<file path="src/rtl/mips_ctrl_pkg.sv">
// Shared encodings for the multicycle MIPS main control: opcodes, state codes,
// and the mux-select / ALU-op codes driven toward the datapath.
package mips_ctrl_pkg;

  localparam logic [5:0] OP_RTYPE = 6'b000000;
  localparam logic [5:0] OP_LW    = 6'b100011;
  localparam logic [5:0] OP_SW    = 6'b101011;
  localparam logic [5:0] OP_BEQ   = 6'b000100;
  localparam logic [5:0] OP_J     = 6'b000010;
  localparam logic [5:0] OP_ADDI  = 6'b001000;

  typedef enum logic [3:0] {
    S_FETCH   = 4'd0,
    S_DECODE  = 4'd1,
    S_MEMADR  = 4'd2,
    S_MEMRD   = 4'd3,
    S_MEMWB   = 4'd4,
    S_MEMWR   = 4'd5,
    S_RTYPEEX = 4'd6,
    S_RTYPEWB = 4'd7,
    S_BEQEX   = 4'd8,
    S_JEX     = 4'd9,
    S_ADDIEX  = 4'd10,
    S_ADDIWB  = 4'd11
  } state_t;

  localparam logic [1:0] ALUOP_ADD   = 2'b00;
  localparam logic [1:0] ALUOP_SUB   = 2'b01;
  localparam logic [1:0] ALUOP_FUNCT = 2'b10;

  localparam logic [1:0] SRCB_B       = 2'b00;
  localparam logic [1:0] SRCB_FOUR    = 2'b01;
  localparam logic [1:0] SRCB_IMM     = 2'b10;
  localparam logic [1:0] SRCB_IMM_SH2 = 2'b11;

  localparam logic [1:0] PCSRC_ALU    = 2'b00;
  localparam logic [1:0] PCSRC_ALUOUT = 2'b01;
  localparam logic [1:0] PCSRC_JUMP   = 2'b10;

  function automatic logic op_supported(input logic [5:0] op);
    return (op == OP_RTYPE) || (op == OP_LW) || (op == OP_SW) ||
           (op == OP_BEQ) || (op == OP_J) || (op == OP_ADDI);
  endfunction

endpackage

</file>
<file path="src/rtl/mips_ctrl_outdec.sv">
// Combinational control-strobe decode from the current state and memory ack.
// Reset forces every strobe low so nothing is written in the reset cycle.
module mips_ctrl_outdec
  import mips_ctrl_pkg::*;
(
  input  logic [3:0] state,
  input  logic       mem_ready,
  input  logic       reset,
  output logic       PCWrite,
  output logic       PCWriteCond,
  output logic       IorD,
  output logic       MemRead,
  output logic       MemWrite,
  output logic       IRWrite,
  output logic       MemtoReg,
  output logic       RegDst,
  output logic       RegWrite,
  output logic       ALUSrcA,
  output logic [1:0] ALUSrcB,
  output logic [1:0] PCSource,
  output logic [1:0] OpALU,
  output logic       instr_done
);

  always_comb begin
    PCWrite     = 1'b0;
    PCWriteCond = 1'b0;
    IorD        = 1'b0;
    MemRead     = 1'b0;
    MemWrite    = 1'b0;
    IRWrite     = 1'b0;
    MemtoReg    = 1'b0;
    RegDst      = 1'b0;
    RegWrite    = 1'b0;
    ALUSrcA     = 1'b0;
    ALUSrcB     = SRCB_B;
    PCSource    = PCSRC_ALU;
    OpALU       = ALUOP_ADD;
    instr_done  = 1'b0;
    if (!reset) begin
      case (state)
        S_FETCH: begin
          MemRead = 1'b1;
          ALUSrcB = SRCB_FOUR;
          IRWrite = mem_ready;
          PCWrite = mem_ready;
        end
        S_DECODE:  ALUSrcB = SRCB_IMM_SH2;
        S_MEMADR: begin
          ALUSrcA = 1'b1;
          ALUSrcB = SRCB_IMM;
        end
        S_MEMRD: begin
          MemRead = 1'b1;
          IorD    = 1'b1;
        end
        S_MEMWB: begin
          MemtoReg   = 1'b1;
          RegWrite   = 1'b1;
          instr_done = 1'b1;
        end
        S_MEMWR: begin
          MemWrite   = 1'b1;
          IorD       = 1'b1;
          instr_done = mem_ready;
        end
        S_RTYPEEX: begin
          ALUSrcA = 1'b1;
          OpALU   = ALUOP_FUNCT;
        end
        S_RTYPEWB: begin
          RegDst     = 1'b1;
          RegWrite   = 1'b1;
          instr_done = 1'b1;
        end
        S_BEQEX: begin
          ALUSrcA     = 1'b1;
          OpALU       = ALUOP_SUB;
          PCWriteCond = 1'b1;
          PCSource    = PCSRC_ALUOUT;
          instr_done  = 1'b1;
        end
        S_JEX: begin
          PCWrite    = 1'b1;
          PCSource   = PCSRC_JUMP;
          instr_done = 1'b1;
        end
        S_ADDIEX: begin
          ALUSrcA = 1'b1;
          ALUSrcB = SRCB_IMM;
        end
        S_ADDIWB: begin
          RegWrite   = 1'b1;
          instr_done = 1'b1;
        end
        default: ;
      endcase
    end
  end

endmodule

</file>
<file path="src/rtl/mips_main_control.sv">
// Multicycle MIPS main control: state register, next-state sequencing and
// illegal-opcode detection; strobes are decoded in mips_ctrl_outdec.
//
// state     | meaning
// FETCH     | read instruction at PC, PC+4; wait for mem_ready
// DECODE    | branch target precompute, dispatch on opcode
// MEMADR    | effective address for lw/sw
// MEMRD     | data read; wait for mem_ready
// MEMWB     | load result to rt
// MEMWR     | data write; wait for mem_ready
// RTYPEEX   | ALU op selected by funct
// RTYPEWB   | ALU result to rd
// BEQEX     | compare and conditional PC load
// JEX       | jump target to PC
// ADDIEX    | A + signext imm
// ADDIWB    | ALU result to rt
module mips_main_control
  import mips_ctrl_pkg::*;
(
  input  logic       clk,
  input  logic       reset,
  input  logic [5:0] opcode,
  input  logic       mem_ready,
  output logic       PCWrite,
  output logic       PCWriteCond,
  output logic       IorD,
  output logic       MemRead,
  output logic       MemWrite,
  output logic       IRWrite,
  output logic       MemtoReg,
  output logic       RegDst,
  output logic       RegWrite,
  output logic       ALUSrcA,
  output logic [1:0] ALUSrcB,
  output logic [1:0] PCSource,
  output logic [1:0] OpALU,
  output logic       instr_done,
  output logic       illegal_op,
  output logic [3:0] state
);

  state_t state_q, state_d;

  always_ff @(posedge clk) begin
    if (reset) state_q <= S_FETCH;
    else       state_q <= state_d;
  end

  always_comb begin
    state_d = state_q;
    case (state_q)
      S_FETCH:   if (mem_ready) state_d = S_DECODE;
      S_DECODE: begin
        if ((opcode == OP_LW) || (opcode == OP_SW)) state_d = S_MEMADR;
        else if (opcode == OP_RTYPE)                state_d = S_RTYPEEX;
        else if (opcode == OP_BEQ)                  state_d = S_BEQEX;
        else if (opcode == OP_J)                    state_d = S_JEX;
        else if (opcode == OP_ADDI)                 state_d = S_ADDIEX;
        else                                        state_d = S_FETCH;
      end
      S_MEMADR:  state_d = (opcode == OP_LW) ? S_MEMRD : S_MEMWR;
      S_MEMRD:   if (mem_ready) state_d = S_MEMWB;
      S_MEMWR:   if (mem_ready) state_d = S_FETCH;
      S_RTYPEEX: state_d = S_RTYPEWB;
      S_ADDIEX:  state_d = S_ADDIWB;
      default:   state_d = S_FETCH;
    endcase
  end

  assign illegal_op = !reset && (state_q == S_DECODE) && !op_supported(opcode);
  assign state      = reset ? 4'd0 : state_q;

  mips_ctrl_outdec u_outdec (
    .state       (state_q),
    .mem_ready   (mem_ready),
    .reset       (reset),
    .PCWrite     (PCWrite),
    .PCWriteCond (PCWriteCond),
    .IorD        (IorD),
    .MemRead     (MemRead),
    .MemWrite    (MemWrite),
    .IRWrite     (IRWrite),
    .MemtoReg    (MemtoReg),
    .RegDst      (RegDst),
    .RegWrite    (RegWrite),
    .ALUSrcA     (ALUSrcA),
    .ALUSrcB     (ALUSrcB),
    .PCSource    (PCSource),
    .OpALU       (OpALU),
    .instr_done  (instr_done)
  );

endmodule

</file>
<file path="config.mk">
export PLATFORM = sky130hd
export DESIGN_NAME = mips_main_control
export DESIGN_NICKNAME = d
export VERILOG_FILES = /design/src/rtl/mips_ctrl_pkg.sv /design/src/rtl/mips_ctrl_outdec.sv /design/src/rtl/mips_main_control.sv
export SDC_FILE = /design/constraint.sdc
export NUM_CORES = 1
export LEC_CHECK = 0
export CAP_MARGIN = 20
export CORE_MARGIN = 3
export CORE_UTILIZATION = 41
export CTS_BUF_LIST = sky130_fd_sc_hd__clkbuf_4
export CTS_CLUSTER_SIZE = 16
export DETAILED_ROUTE_END_ITERATION = 12
export PLACE_DENSITY = 0.82
export SYNTH_ARGS = -nofsm -noshare
export SYNTH_HDL_FRONTEND = slang
export SYNTH_SLANG_ARGS = --single-unit
</file>
<file path="constraint.sdc">
create_clock -name clk -period 2.05 [get_ports clk]
set_clock_uncertainty 0.2 [all_clocks]
set_input_delay 0.41 -clock clk [delete_from_list [all_inputs] [get_ports clk]]
set_output_delay 0.41 -clock clk [all_outputs]
set_load 0.01 [all_outputs]
</file>
==> flow_metrics.env, run 1 <==
export IMPL_numCtsBuffers=3
export IMPL_start_util_pct=45.3
export IMPL_place_area_um2=1170
export IMPL_synth_top_family_by_area="simple AND/OR/NAND/NOR gates"
export IMPL_stop_stage="5_1_grt"
export IMPL_ctsHoldBuffers=0
export IMPL_die_width_um=44.6
export IMPL_grt_max_degree=13
export IMPL_rows=13
export IMPL_syn_inst=91
export IMPL_yosysUniqueCellTypes=39
export IMPL_worst_endpoint="illegal_op"
export IMPL_dp_hpwl_um=2210
export IMPL_synth_compound_area_share_pct=23.3
export IMPL_dp_worst_setup_slack_ns=-0.709
export IMPL_synthesis_area_um2=612
export IMPL_portBuffers=30
export IMPL_clkSinkCount=4
export IMPL_synth_xor_xnor_area_share_pct=2.86
export IMPL_ys_warnings_count=0
export IMPL_status="did not finish"
export IMPL_worst_ep_kind="top-level output"
export IMPL_synth_mux_area_share_pct=1.64
export IMPL_place_congestion=0.891
export IMPL_synth_simple_area_share_pct=50.1
export IMPL_error="[ERROR DPL-0038] Utilization greater than 100%, impossible to legalize"
export IMPL_ys_ff_latch=4
export IMPL_ys_seq_area_share_pct=13.1
export IMPL_synthesis_nets=100
export IMPL_htree_num_levels=1
export IMPL_clk_path_buf_depth=2
export IMPL_synthAdderAreaFrac_pct=0
export IMPL_die_h_um=44.6
export IMPL_synth_avg_cell_area_um2=6.72
export IMPL_io_pins=31
export IMPL_cts_root_buffer="clkbuf_4"
## what timing repair did
action	4_1_cts
setup buffers	4
gates resized for setup	77
setup endpoints to repair	22
gates cloned	0
pin swaps	5
## cell families after synthesis
kind of cell           Yosys count
XOR/XNOR                         2
AND/OR/NAND/NOR                 52
AO/OA/AOI/OAI                   21
flip-flops                       4
buffers and inverters           11
multiplexers                     1
## cell usage after synthesis
master     count  area, um2
a2111oi_0      1       8.76
a21o_1         1       7.51
a21oi_1        4       20.0
a221oi_2       1       15.0
a31oi_1        1       6.26
and2b_2        1       8.76
and3_1         4       25.0
and4b_1        2       20.0
buf_2          2       10.0
buf_4          3       22.5
clkbuf_1       3       11.3
dfxtp_1        4       80.1
inv_1          3       11.3
mux2i_1        1       10.0
nand2_1        5       18.8
nand2b_1       5       31.3
nand3_1        4       20.0
nand3b_1       1       7.51
nor2_1         9       33.8
nor2b_1        4       25.0
nor3_1         6       30.0
nor3b_1        3       22.5
nor4_1         2       12.5
nor4b_2        1       15.0
o211ai_1       1       7.51
o21ai_0        5       25.0
o21ai_1        1       5.00
o21bai_1       1       7.51
o221ai_1       1       8.76
o22ai_1        1       6.26
o2bb2ai_1      1       8.76
o31ai_1        1       7.51
o41ai_1        1       8.76
or2_1          1       6.26
or2b_1         1       7.51
or3_1          1       6.26
or3b_2         1       8.76
or4_1          1       7.51
xor2_1         2       17.5
## through the flow
step | cells | hold WS (ns)
after floorplan | 91 | 0.354
after global placement | 162 | 0.554
after CTS | 169 | 0.486
after detailed placement | 162 | 0.580
==> inputs of run 2 (changes only) <==
CORE_AREA = 3 3 64 66   (was unset)
CORE_MARGIN = unset   (was 3)
CORE_UTILIZATION = unset   (was 41)
CTS_BUF_LIST = unset   (was sky130_fd_sc_hd__clkbuf_4)
CTS_CLUSTER_SIZE = unset   (was 16)
DIE_AREA = 0 0 67 69   (was unset)
PLACE_DENSITY = unset   (was 0.82)
PLACE_DENSITY_LB_ADDON = 0.15   (was unset)
==> flow_metrics.env, run 2 <==
export IMPL_status="completed"
export IMPL_grt_pass1_wl_um=4280
export IMPL_syn_inst=91
export IMPL_ys_seq_area_share_pct=13.1
export IMPL_swShare_pct=27.6
export IMPL_largest_register="state_q"
export IMPL_comb_power_share_pct=31.8
export IMPL_core_area_um2=3630
export IMPL_antenna_found_initial=0
export IMPL_reg2reg_depth=5
export IMPL_hold_ws_ns=0.323
export IMPL_grt_usage_pct=11.5
export IMPL_fmax_ghz=0.503
export IMPL_finalWirelength_um=2550
export IMPL_firstDrtPassIters=4
export IMPL_setup_worst_path_start_class="primary input"
export IMPL_via_per_inst=4.55
export IMPL_ys_ff_latch=4
export IMPL_holdPathStages=2
export IMPL_ctsHoldBuffers=0
export IMPL_clk_path_buf_depth=2
export IMPL_portBuffers=30
export IMPL_post_route_min_period_ns=1.99
export IMPL_yosysUniqueCellTypes=39
export IMPL_p_leak_nw=0.673
export IMPL_drv_cap=0
export IMPL_synthesis_area_um2=612
export IMPL_max_slew_margin_pct=77.0
export IMPL_critical_path_max_fanout=2
export IMPL_irDropWorstVdd_mv=0.197
export IMPL_clkSinkCount=4
export IMPL_cts_tree="built"
export IMPL_holdPathEnd="state_q[0]"
export IMPL_regToRegSetupSlack_ns=0.29
export IMPL_final_cell_mix="buf_4 (37), dlygate4sd2_1 (9), nor2_1 (8)"
export IMPL_r2r_end="state_q[1]"
export IMPL_numCtsBuffers=3
export IMPL_fin_nets=167
export IMPL_min_from="reset"
export IMPL_start_util_pct=16.8
export IMPL_setup_violations=0
export IMPL_worstSetupPathType="in2out"
export IMPL_largest_reg_flops=4
export IMPL_place_area_um2=1230
export IMPL_antenna_cells=0
export IMPL_tightest_slew_ns=0.341
export IMPL_net_switching_power_w=0.000101
export IMPL_synth_avg_cell_area_um2=6.72
export IMPL_p_seq_share_pct=21.9
export IMPL_grt_pass1_vias=909
export IMPL_overflow=0
export IMPL_clockPowerShare_pct=46.3
export IMPL_wl_per_cell_um=12.5
export IMPL_yosysMostFrequentCell="nor2_1"
export IMPL_final_common_cell="buf_4"
export IMPL_p_int_w=0.000266
export IMPL_end_kind="output port"
export IMPL_dieArea_um2=4620
export IMPL_drt_iter0_drc=33
export IMPL_clk_latency_ns=0.22
export IMPL_drc=0
export IMPL_hold_class="in2reg"
export IMPL_power_density_nw_per_um2=276
export IMPL_final_period_utilization_pct=96.9
export IMPL_drtAntennaViolNets=0
export IMPL_rows=22
export IMPL_synthTopCellsByArea="dfxtp_1 (13%), nor2_1 (5.5%), nand2b_1 (5.1%)"
export IMPL_vias=929
export IMPL_area_growth_pct=117
export IMPL_synthFlopType="dfxtp_1"
export IMPL_nFillCells=404
export IMPL_async_flop_share_pct=0
export IMPL_io_pins=31
export IMPL_die_width_um=67
export IMPL_arrival_ns=1.38
export IMPL_cp_required_ns=1.44
export IMPL_yosysTopAreaCellShare_pct=13.1
export IMPL_post_synth_top_area_cell="dfxtp_1"
export IMPL_die_h_um=69
export IMPL_regToRegStartpoint="state_q[3]"
export IMPL_hold_viol=0
export IMPL_netlist_top_cells_count="nor2_1 (9), nor3_1 (6), nand2_1 (5), nand2b_1 (5), o21ai_0 (5)"
export IMPL_ys_warnings_count=0
export IMPL_synth_edf_count=0
export IMPL_cts_root_buffer="clkbuf_8"
export IMPL_htree_num_levels=1
export IMPL_grt_max_degree=11
export IMPL_slew_violations=0
export IMPL_clkSlewWorstSetupHoldPaths_ns=0.03
export IMPL_fin_area_um2=1330
export IMPL_drive_gt1_share_pct=48.1
export IMPL_place_congestion=0.770
export IMPL_rsz0062_at_grt="true"
export IMPL_synthesis_nets=100
export IMPL_dp_hpwl_um=2040
export IMPL_top_regs="state_q: 4 flops"
## run 2: cell counts after synthesis
Identical to the previous run, type by type.
## run 2: area by class of cell
class | count | area, um2 | share of cell area, %
Multi-Input combinational cell | 76 | 549 | 41.4
Inverter | 3 | 11.3 | 0.848
Clock buffer | 3 | 41.3 | 3.11
Tap cell | 48 | 60.1 | 4.52
Sequential cell | 4 | 90.1 | 6.79
Timing Repair Buffer | 70 | 576 | 43.4
## run 2: worst max-delay path by stage
stage                     startpoint          to  slack [ns]  cells after the start
after floorplan           state_q[1]  instr_done        0.09                      3
after global placement         reset  instr_done       -0.68                      4
after detailed placement       reset     PCWrite       -0.71                      6
after CTS                  opcode[4]  illegal_op       0.004                      5
after global routing      state_q[1]  instr_done       -0.01                      4
final                      opcode[5]  illegal_op        0.06                      6
## run 2: logic make-up (layout without fill, tap and decap cells)
| group | Yosys count | after routing | share of synthesized area (%) |
|---|---|---|---|
| xor+xnor | 2 | 2 | 2.86 |
| compound gates | 21 | 21 | 23.3 |
| flops | 4 | 4 | 13.1 |
| simple gates | 52 | 52 | 50.1 |
| mux | 1 | 1 | 1.64 |
| buf+inv | 11 | 76 | 9.00 |
## run 2: through the flow
stage	TNS, ns	total power (W)	std cells	worst slack, ns	utilization, %
floorplan	0	0.000124	91	0.0911	-
global placement	-11.50	0.000203	199	-0.681	33.9
detailed placement	-11.78	0.000202	199	-0.709	33.9
CTS	0	0.000371	204	0.00424	36.0
global route	-0.0141	0.000386	204	-0.0134	36.5
finish	0	0.000367	204	0.0636	36.5
## run 2: worst max-delay path: stages
cell and delay, ns:
clkdlybuf4s15_1 0.18, or3_4 0.34, o21ai_2 0.14, a21o_1 0.14
nor2b_1 0.04, buf_2 0.13
## run 2: per-layer routing
metal	GRT usage, %	wire length [um]	vias to the layer above
met4	2.03	22	0
met5	0	0	-
met2	19.5	1310	16
met3	2.77	121	4
li1	-	-	467
met1	14.7	1100	442
## run 2: power by group through the flow
stage	combinational, W	clock, W	sequential [W]
4_1_cts	0.000118	0.000171	0.0000813
2_1_floorplan	0.0000412	0	0.0000823
3_3_place_gp	0.000120	0	0.0000833
5_1_grt	0.000128	0.000178	0.0000804
3_5_place_dp	0.000119	0	0.0000832
6_report	0.000117	0.000170	0.0000803
## run 2: repair_timing
item / in CTS / in global routing
pin swaps: 5 / 1
cloned: 0 / 0
setup endpoints to repair: 22 / 10
gates resized for setup: 69 / 20
setup buffers: 2 / 0
Note: power is estimated with default switching activity, not from simulation.
==> inputs of run 3 (changes only) <==
PLACE_DENSITY = 0.45   (was unset)
PLACE_DENSITY_LB_ADDON = unset   (was 0.15)
==> flow_metrics.env, run 3 (synthesis results as in run 2) <==
export IMPL_largest_reg_flops=4
export IMPL_nFillCells=400
export IMPL_status="completed"
export IMPL_rows=22
export IMPL_final_cell_mix="buf_4 (43), dlygate4sd2_1 (11), buf_2 (7)"
export IMPL_ctsHoldBuffers=0
export IMPL_holdPathEnd="state_q[1]"
export IMPL_portBuffers=30
export IMPL_regToRegSetupSlack_ns=0.25
export IMPL_antenna_found_initial=0
export IMPL_finalPower_w=0.000366
export IMPL_power_density_nw_per_um2=275
export IMPL_dp_hpwl_um=2090
export IMPL_irDropWorstVdd_mv=0.280
export IMPL_rsz0062_at_grt="false"
export IMPL_fin_area_um2=1330
export IMPL_firstDrtPassIters=4
export IMPL_numCtsBuffers=3
export IMPL_max_slew_margin_pct=78.2
export IMPL_reg2reg_depth=5
export IMPL_hold_viol=0
export IMPL_holdPathStages=3
export IMPL_multi_input_area_um2=568
export IMPL_overflow=0
export IMPL_worstSetupPathType="reg2out"
export IMPL_slew_violations=0
export IMPL_clk_path_buf_depth=2
export IMPL_grt_pass1_vias=938
export IMPL_critical_path_max_fanout=6
export IMPL_cts_tree="built"
export IMPL_end_kind="output port"
export IMPL_place_area_um2=1260
export IMPL_grt_usage_pct=11.6
export IMPL_antenna_cells=0
export IMPL_drv_cap=0
export IMPL_fin_nets=170
export IMPL_largest_register="state_q"
export IMPL_final_common_cell="buf_4"
export IMPL_cts_root_buffer="clkbuf_8"
export IMPL_die_width_um=67
export IMPL_finalWirelength_um=2690
export IMPL_clkSlewWorstSetupHoldPaths_ns=0.03
export IMPL_fin_tns_setup_ns=0
export IMPL_regToRegStartpoint="state_q[3]"
export IMPL_setup_violations=0
export IMPL_start_util_pct=16.8
export IMPL_min_from="reset"
export IMPL_wl_per_cell_um=13.0
export IMPL_clk_latency_ns=0.22
export IMPL_core_area_um2=3630
export IMPL_vias=926
export IMPL_post_route_min_period_ns=2.00
export IMPL_die_h_um=69
export IMPL_drtAntennaViolNets=0
export IMPL_dieArea_um2=4620
export IMPL_r2r_end="state_q[1]"
export IMPL_drt_iter0_drc=16
export IMPL_cp_required_ns=1.44
export IMPL_grt_pass1_wl_um=4260
export IMPL_clkSinkCount=4
export IMPL_p_leak_nw=0.683
export IMPL_hold_class="in2reg"
export IMPL_tightest_slew_ns=0.322
export IMPL_grt_max_degree=11
export IMPL_io_pins=31
export IMPL_htree_num_levels=1
export IMPL_regArea_um2=92.6
export IMPL_arrival_ns=1.39
export IMPL_final_period_utilization_pct=97.4
export IMPL_top_regs="state_q: 4 flops"
export IMPL_drive_gt1_share_pct=52.2
export IMPL_area_growth_pct=117
export IMPL_fmax_ghz=0.501
export IMPL_place_congestion=0.780
export IMPL_setup_worst_path_start_class="flop"
export IMPL_drc=0
export IMPL_via_per_inst=4.47
## run 3: changes by cell type in the layout (fill, tap and decap cells not counted), sizes merged
cell / delta
buf: +4
clkbuf: +2
dlygate4sd2: +2
clkdlybuf4s15: -6
clkdlybuf4s50: +1
## run 3: where the power goes
part           internal [W]  switching, W  leakage, nW
registers         0.0000772    0.00000342       0.0352
clock network      0.000125     0.0000394       0.0216
logic             0.0000643     0.0000570        0.627
total              0.000267     0.0000999        0.683
## run 3: metal layers
metal / part of all wire [%] / up-vias / track usage (%)
met5: 0 / - / 0
met4: 0.45 / 0 / 2.70
met3: 1.9 / 2 / 2.44
met2: 52 / 6 / 20.3
met1: 46 / 449 / 14.2
li1: - / 469 / -
## run 3: critical path, stage by stage, from the launching register on
cell and delay [ns]:
dfxtp_4 0.37, buf_4 0.14, nor2b_1 0.12, clkdlybuf4s50_1 0.54
## run 3: stage by stage
step	util, %	hold WS, ns	setup slack, ns	cells
4_1_cts	36.4	0.338	-0.253	208
2_1_floorplan	-	0.354	0.0911	91
3_5_place_dp	34.6	0.532	-0.691	204
5_1_grt	36.6	0.349	0.0161	207
3_3_place_gp	34.6	0.547	-0.681	204
6_report	36.6	0.348	0.0537	207
## run 3: repair_timing
action                                  CTS  global route
gates cloned                              0             0
endpoints found under the setup margin   23            12
buffers inserted                          1             0
gates resized for setup                  61            30
pin swaps                                 6             7
## run 3: layout make-up
cell class,instances,share of cell area [%]
Multi-Input combinational cell,76,42.7
Timing Repair Buffer,73,41.9
Sequential cell,4,6.96
Tap cell,48,4.52
Clock buffer,3,3.10
Inverter,3,0.847
## run 3: worst max-delay path by stage
stage / from / to / depth (start not counted)
after floorplan: state_q[1] / instr_done / 3
after global placement: opcode[1] / illegal_op / 6
after detailed placement: opcode[1] / illegal_op / 6
after CTS: opcode[5] / illegal_op / 6
after global routing: state_q[1] / illegal_op / 6
final: state_q[1] / state[1] / 3
